==> src/rtl/dll_lock_monitor.sv <==
// dll_lock_monitor: measures dll_clk cycles per ext_clk window and
// switches the clock router to the DLL once the ratio is stable.
//
// Ports:
//   dll_clk      DLL output clock, only clock of the block
//   resetb       async active-low reset
//   ext_clk      external pad reference clock (async, < dll_clk/4)
//   dll_ena      async request to run from the DLL
//   ratio_min    lowest acceptable cycles per window (static while enabled)
//   ratio_max    highest acceptable cycles per window (static while enabled)
//   ext_clk_sel  registered router select, 1 = pad clock, 0 = DLL clock
//   dll_locked   high while in LOCKED
//   lock_fault   sticky: lock lost since dll_ena last rose
//   meas_count   dll_clk count of the last completed window
//   meas_done    one-cycle pulse when meas_count updates
module dll_lock_monitor #(
    parameter int WINDOW_LOG2  = 4,
    parameter int GOOD_WINDOWS = 4
) (
    input  logic        dll_clk,
    input  logic        resetb,
    input  logic        ext_clk,
    input  logic        dll_ena,
    input  logic [15:0] ratio_min,
    input  logic [15:0] ratio_max,
    output logic        ext_clk_sel,
    output logic        dll_locked,
    output logic        lock_fault,
    output logic [15:0] meas_count,
    output logic        meas_done
);

    typedef enum logic [1:0] {
        IDLE    = 2'd0,
        ARM     = 2'd1,
        MEASURE = 2'd2,
        LOCKED  = 2'd3
    } state_t;

    localparam logic [WINDOW_LOG2-1:0] EDGE_ONE  = 1;
    localparam logic [3:0]             GOOD_LAST = 4'(GOOD_WINDOWS - 1);

    state_t                 state, state_n;
    logic                   ena_s1, ena_s2;
    logic                   ext_s1, ext_s2, ext_s3;
    logic                   edge_p;
    logic [15:0]            cyc_cnt, cyc_n;
    logic [WINDOW_LOG2-1:0] edge_cnt, edge_n;
    logic [3:0]             good_cnt, good_n;
    logic                   sel_n, fault_n, done_n;
    logic [15:0]            mcount_n;
    logic                   win_ok;

    assign edge_p     = ext_s2 & ~ext_s3;
    assign win_ok     = (cyc_cnt >= ratio_min) && (cyc_cnt <= ratio_max);
    assign dll_locked = (state == LOCKED);

    always_ff @(posedge dll_clk or negedge resetb) begin
        if (!resetb) begin
            ena_s1      <= 1'b0;
            ena_s2      <= 1'b0;
            ext_s1      <= 1'b0;
            ext_s2      <= 1'b0;
            ext_s3      <= 1'b0;
            state       <= IDLE;
            cyc_cnt     <= '0;
            edge_cnt    <= '0;
            good_cnt    <= '0;
            ext_clk_sel <= 1'b1;
            lock_fault  <= 1'b0;
            meas_count  <= '0;
            meas_done   <= 1'b0;
        end else begin
            ena_s1      <= dll_ena;
            ena_s2      <= ena_s1;
            ext_s1      <= ext_clk;
            ext_s2      <= ext_s1;
            ext_s3      <= ext_s2;
            state       <= state_n;
            cyc_cnt     <= cyc_n;
            edge_cnt    <= edge_n;
            good_cnt    <= good_n;
            ext_clk_sel <= sel_n;
            lock_fault  <= fault_n;
            meas_count  <= mcount_n;
            meas_done   <= done_n;
        end
    end

    always_comb begin
        state_n  = state;
        cyc_n    = cyc_cnt;
        edge_n   = edge_cnt;
        good_n   = good_cnt;
        sel_n    = ext_clk_sel;
        fault_n  = lock_fault;
        mcount_n = meas_count;
        done_n   = 1'b0;
        if (!ena_s2) begin
            // disable wins over any window event in the same cycle
            state_n = IDLE;
            sel_n   = 1'b1;
            fault_n = 1'b0;
            cyc_n   = '0;
            edge_n  = '0;
            good_n  = '0;
        end else begin
            unique case (state)
                IDLE: begin
                    sel_n   = 1'b1;
                    fault_n = 1'b0;
                    cyc_n   = '0;
                    edge_n  = '0;
                    good_n  = '0;
                    state_n = ARM;
                end
                ARM: begin
                    if (edge_p) begin
                        cyc_n   = 16'd1;
                        edge_n  = '0;
                        state_n = MEASURE;
                    end
                end
                MEASURE, LOCKED: begin
                    if (edge_p && (&edge_cnt)) begin
                        // window end; next window starts on this same pulse
                        mcount_n = cyc_cnt;
                        done_n   = 1'b1;
                        cyc_n    = 16'd1;
                        edge_n   = '0;
                        if (win_ok) begin
                            if (state == MEASURE) begin
                                if (good_cnt == GOOD_LAST) begin
                                    state_n = LOCKED;
                                    sel_n   = 1'b0;
                                    good_n  = '0;
                                end else begin
                                    good_n = good_cnt + 4'd1;
                                end
                            end
                        end else begin
                            good_n = '0;
                            if (state == LOCKED) begin
                                state_n = MEASURE;
                                sel_n   = 1'b1;
                                fault_n = 1'b1;
                            end
                        end
                    end else if (&cyc_cnt) begin
                        // reference lost: report a saturated bad window
                        mcount_n = 16'hFFFF;
                        done_n   = 1'b1;
                        good_n   = '0;
                        edge_n   = '0;
                        sel_n    = 1'b1;
                        state_n  = ARM;
                        if (state == LOCKED) fault_n = 1'b1;
                    end else begin
                        cyc_n = cyc_cnt + 16'd1;
                        if (edge_p) edge_n = edge_cnt + EDGE_ONE;
                    end
                end
                default: state_n = IDLE;
            endcase
        end
    end

endmodule

==> config.mk <==
export PLATFORM = sky130hd
export DESIGN_NAME = dll_lock_monitor
export DESIGN_NICKNAME = d
export VERILOG_FILES = /design/src/rtl/dll_lock_monitor.sv
export SDC_FILE = /design/constraint.sdc
export NUM_CORES = 1
export LEC_CHECK = 0
export CAP_MARGIN = 10
export CORE_UTILIZATION = 53
export DETAILED_ROUTE_END_ITERATION = 8
export PLACE_DENSITY = 0.81
export SLEW_MARGIN = 20
export SYNTH_ARGS = -nofsm -noshare
export SYNTH_HDL_FRONTEND = slang
export SYNTH_SLANG_ARGS = --single-unit
export TNS_END_PERCENT = 1
==> constraint.sdc <==
create_clock -name dll_clk -period 2.4 [get_ports dll_clk]
set_input_delay 0.72 -clock dll_clk [delete_from_list [all_inputs] [get_ports dll_clk]]
set_output_delay 0.72 -clock dll_clk [all_outputs]
set_load 0.05 [all_outputs]
==> results by group <==
Drt
  • Number of iterations in the first detailed-routing pass: 4
  • Vias per cell: ~5.9
  • DRT iter0 DRCs: around 130
  • DR vias: ~2.8k
  • DR WL/cell: ~18 microns
  • Remaining DRCs: 0
  • Routed Antenna Nets: 0
  • Final wirelength: 8.699 mm

Global route
  • Gr ovfl total: 0
  • First-pass GRT wire length: about 14 mm
  • Via count of the first global-routing pass: 2,893
  • Initial antenna violation count: 0
  • Total track usage: ~30%
  • Pin count of the biggest net entering global routing: 27

Critical path
  • CP Data Arrival Time: around 2.8 ns
  • Crit path launch type: primary input
  • Data required, critical path: about 2.6 ns
  • Crit-path max FO: 7
  • Worst Setup Path Type: primary input to flip-flop
  • Crit end category: flip-flop

Logic synthesis
  • Netlist cell types: 55
  • Post-synth EDFFs: 0
  • Sequential share of the synthesized area: between 40% and 50%
  • Total of warnings raised by yosys: 0
  • Cell count after synthesis: roughly 330
  • Most frequent cells after synthesis: dfrtp_1 (49), inv_1 (38), ha_1 (35)
  • Synth area leaders: dfrtp_1 (40%), ha_1 (14%), inv_1 (4.7%)
  • Synthesized Nets: just under 400
  • Post-Syn Area per Cell: roughly 9.4 sq um
  • Most numerous cell in the Yosys netlist: dfrtp_1
  • Post-synth ARST share: 100.0%
  • Yosys top cell area share: around two fifths
  • Primary FF master, synth: dfrtp_1
  • Register bit total from synthesis: 50
  • Post-synth top area cell: dfrtp_1
  • Synth Cell Area: roughly 3100 sq um

Cells and area
  • Nets: 481
  • Antenna Cells: 0
  • P&R area growth vs syn: 45.86%
  • Layout cell share with drive strength beyond 1: ~35%
  • Fin area: 4449 sq um
  • Fin cells: between 400 and 500

Placed design
  • GPL Wtd Cong: about 0.86
  • Port Buffer Count: 55
  • Worst slack at placement: -0.8972 ns
  • DP HPWL: roughly 5.5 mm
  • Placed Instance Area: about 4000 sq um
  • Post-Place Cells: around 470

Timing
  • Slew Viols, Final: 0
  • Final worst setup slack: -0.2134 ns
  • Max-slew headroom: between 60% and 70%
  • Fin crit period: 2.613 ns
  • Final Setup Violations: 7
  • Fin crit share: 108.9%
  • Hold Violations, Final: 0
  • RSZ-0062 raised after global routing: true
  • Fmax: approximately 0.38 GHz
  • Tightest Pin Transition: slightly below 0.6 ns
  • Post-route setup TNS: -1.218 ns
  • Hold WS: ~0.36 ns
  • Clock skew: approximately 0.0064 ns

Pwr
  • Worst vdd ir: about 0.46 mV
  • Leak: approximately 1.9 nW
  • Power per cell area: ~450 nW/um^2

Clock network
  • Hold-fix buffers, CTS: 0
  • CTS Buf Count: 5
  • Worst-Skew Late Latency: roughly 0.30 ns
  • Clock Sinks: 50
  • CTS max path bufs: 2
  • CTS H-tree lvls: 2
  • Clock transition at path regs: about 0.08 ns
  • Clk root buf: clkbuf_8
  • CTS tree: yes

Run
  • Max-Cap Viols: 0

Outcome
  • Failing checks: setup timing
  • Outcome: complete, but fails checks

Die
  • Chip Width: ~78 microns
  • Die area: 6063 sq um
  • Die Span Y: roughly 78 microns
  • Initial core utilization: roughly 55%
  • IO Count: 56
  • Core area: roughly 5500 sq um
  • Rows: 27

Min path
  • HP Class: flip-flop to flip-flop
[state kept, by name, indices dropped and copies added, names as in the netlist]
register,count
cyc_cnt,16
good_cnt,4
ext_s2,1
edge_cnt,4
meas_done,1
state,2
ext_s3,1
ena_s2,1
meas_count,16
ext_s1,1
ena_s1,1
ext_clk_sel,1
lock_fault,1
[logic make-up (layout without fill, tap and decap cells)]
family / count (synthesis) / in the layout / share of synthesized area, %
adder cells (fa/ha/maj): 35 / 35 / 14.36
AND/OR/NAND/NOR: 102 / 102 / 17.23
buffers and inverters: 46 / 132 / 5.783
flip-flops: 50 / 50 / 41.06
multiplexers: 1 / 1 / 0.3691
XOR/XNOR: 10 / 10 / 2.871
AO/OA/AOI/OAI: 81 / 81 / 18.33
[routing by layer]
layer | track usage [%] | share of wire (%) | vias up
met5 | 0 | 0 | -
met1 | 35.06 | 40 | 1388
met3 | 4.118 | 4.4 | 23
li1 | - | - | 1322
met2 | 53.63 | 52 | 112
met4 | 13.21 | 3.1 | 0
[power breakdown]
part | internal, mW | switching (mW) | total (mW)
sequential | 0.879 | 0.0593 | 0.938
clock | 0.312 | 0.263 | 0.574
combinational | 0.200 | 0.297 | 0.497
[cells in the final DEF, fill, tap and decap left out, types with 5 or more instances in the layout]
cell type        count
o22a_1              12
nand2_1             25
nand3_1             10
ha_1                 8
or3_1                5
clkdlybuf4s15_1      5
buf_4               30
inv_1               14
a21oi_1             11
inv_2               24
dlygate4sd2_1       14
buf_2                6
a21oi_2              9
nand4_1             11
nor2_1              25
o21ai_0              9
ha_4                24
dfrtp_1             47
o21ai_1              9
xor2_1               7
clkdlybuf4s50_1     23
clkbuf_8             5
[cell type report]
class / instances / area (sq um)
well taps: 72 / 90.09
multi-input cells: 229 / 2100
flip-flops and latches: 50 / 1255
repair buffers: 85 / 749.5
inverters: 39 / 148.9
clock inverters: 1 / 30.03
fillers: 328 / 1091
clock buffers: 7 / 76.32
[critical path, stage by stage]
cell and delay (ns):
buf_8 0.08, inv_4 0.03, ha_4 0.28, nand4_1 0.22, buf_4 0.23, a2111oi_4 0.39
nor3_4 0.08, buf_4 0.15, o2111ai_4 0.21, a21boi_4 0.12, o21ai_1 0.16, o31ai_1 0.10
[through the flow]
stage | total power [mW] | utilization [%]
after global routing | 2.119 | 80.31
after detailed placement | 1.378 | 71.34
after global placement | 1.361 | 71.34
after floorplan | 1.212 | -
after CTS | 1.995 | 79.02
final | 2.010 | 80.31
[worst paths after layout]
kind,endpoint,from,depth (start not counted),slack (ns)
max reg2reg,good_cnt[3],cyc_cnt[13],10,-0.18
min reg2reg,ena_s2,ena_s1,0,0.36
min,ena_s2,ena_s1,0,0.36
max in group asynchronous,ext_clk_sel,resetb,2,1.38
min in group asynchronous,meas_count[6],resetb,1,0.41
max,good_cnt[3],ratio_max[14],12,-0.21
[what timing repair did]
action | in CTS | in global routing
buffers inserted | 6 | 2
setup endpoints to repair | 7 | 14
resized for setup | 118 | 17
gates cloned | 0 | 0
pin swaps | 54 | 18
No activity file was read; power rests on OpenSTA's default activity.
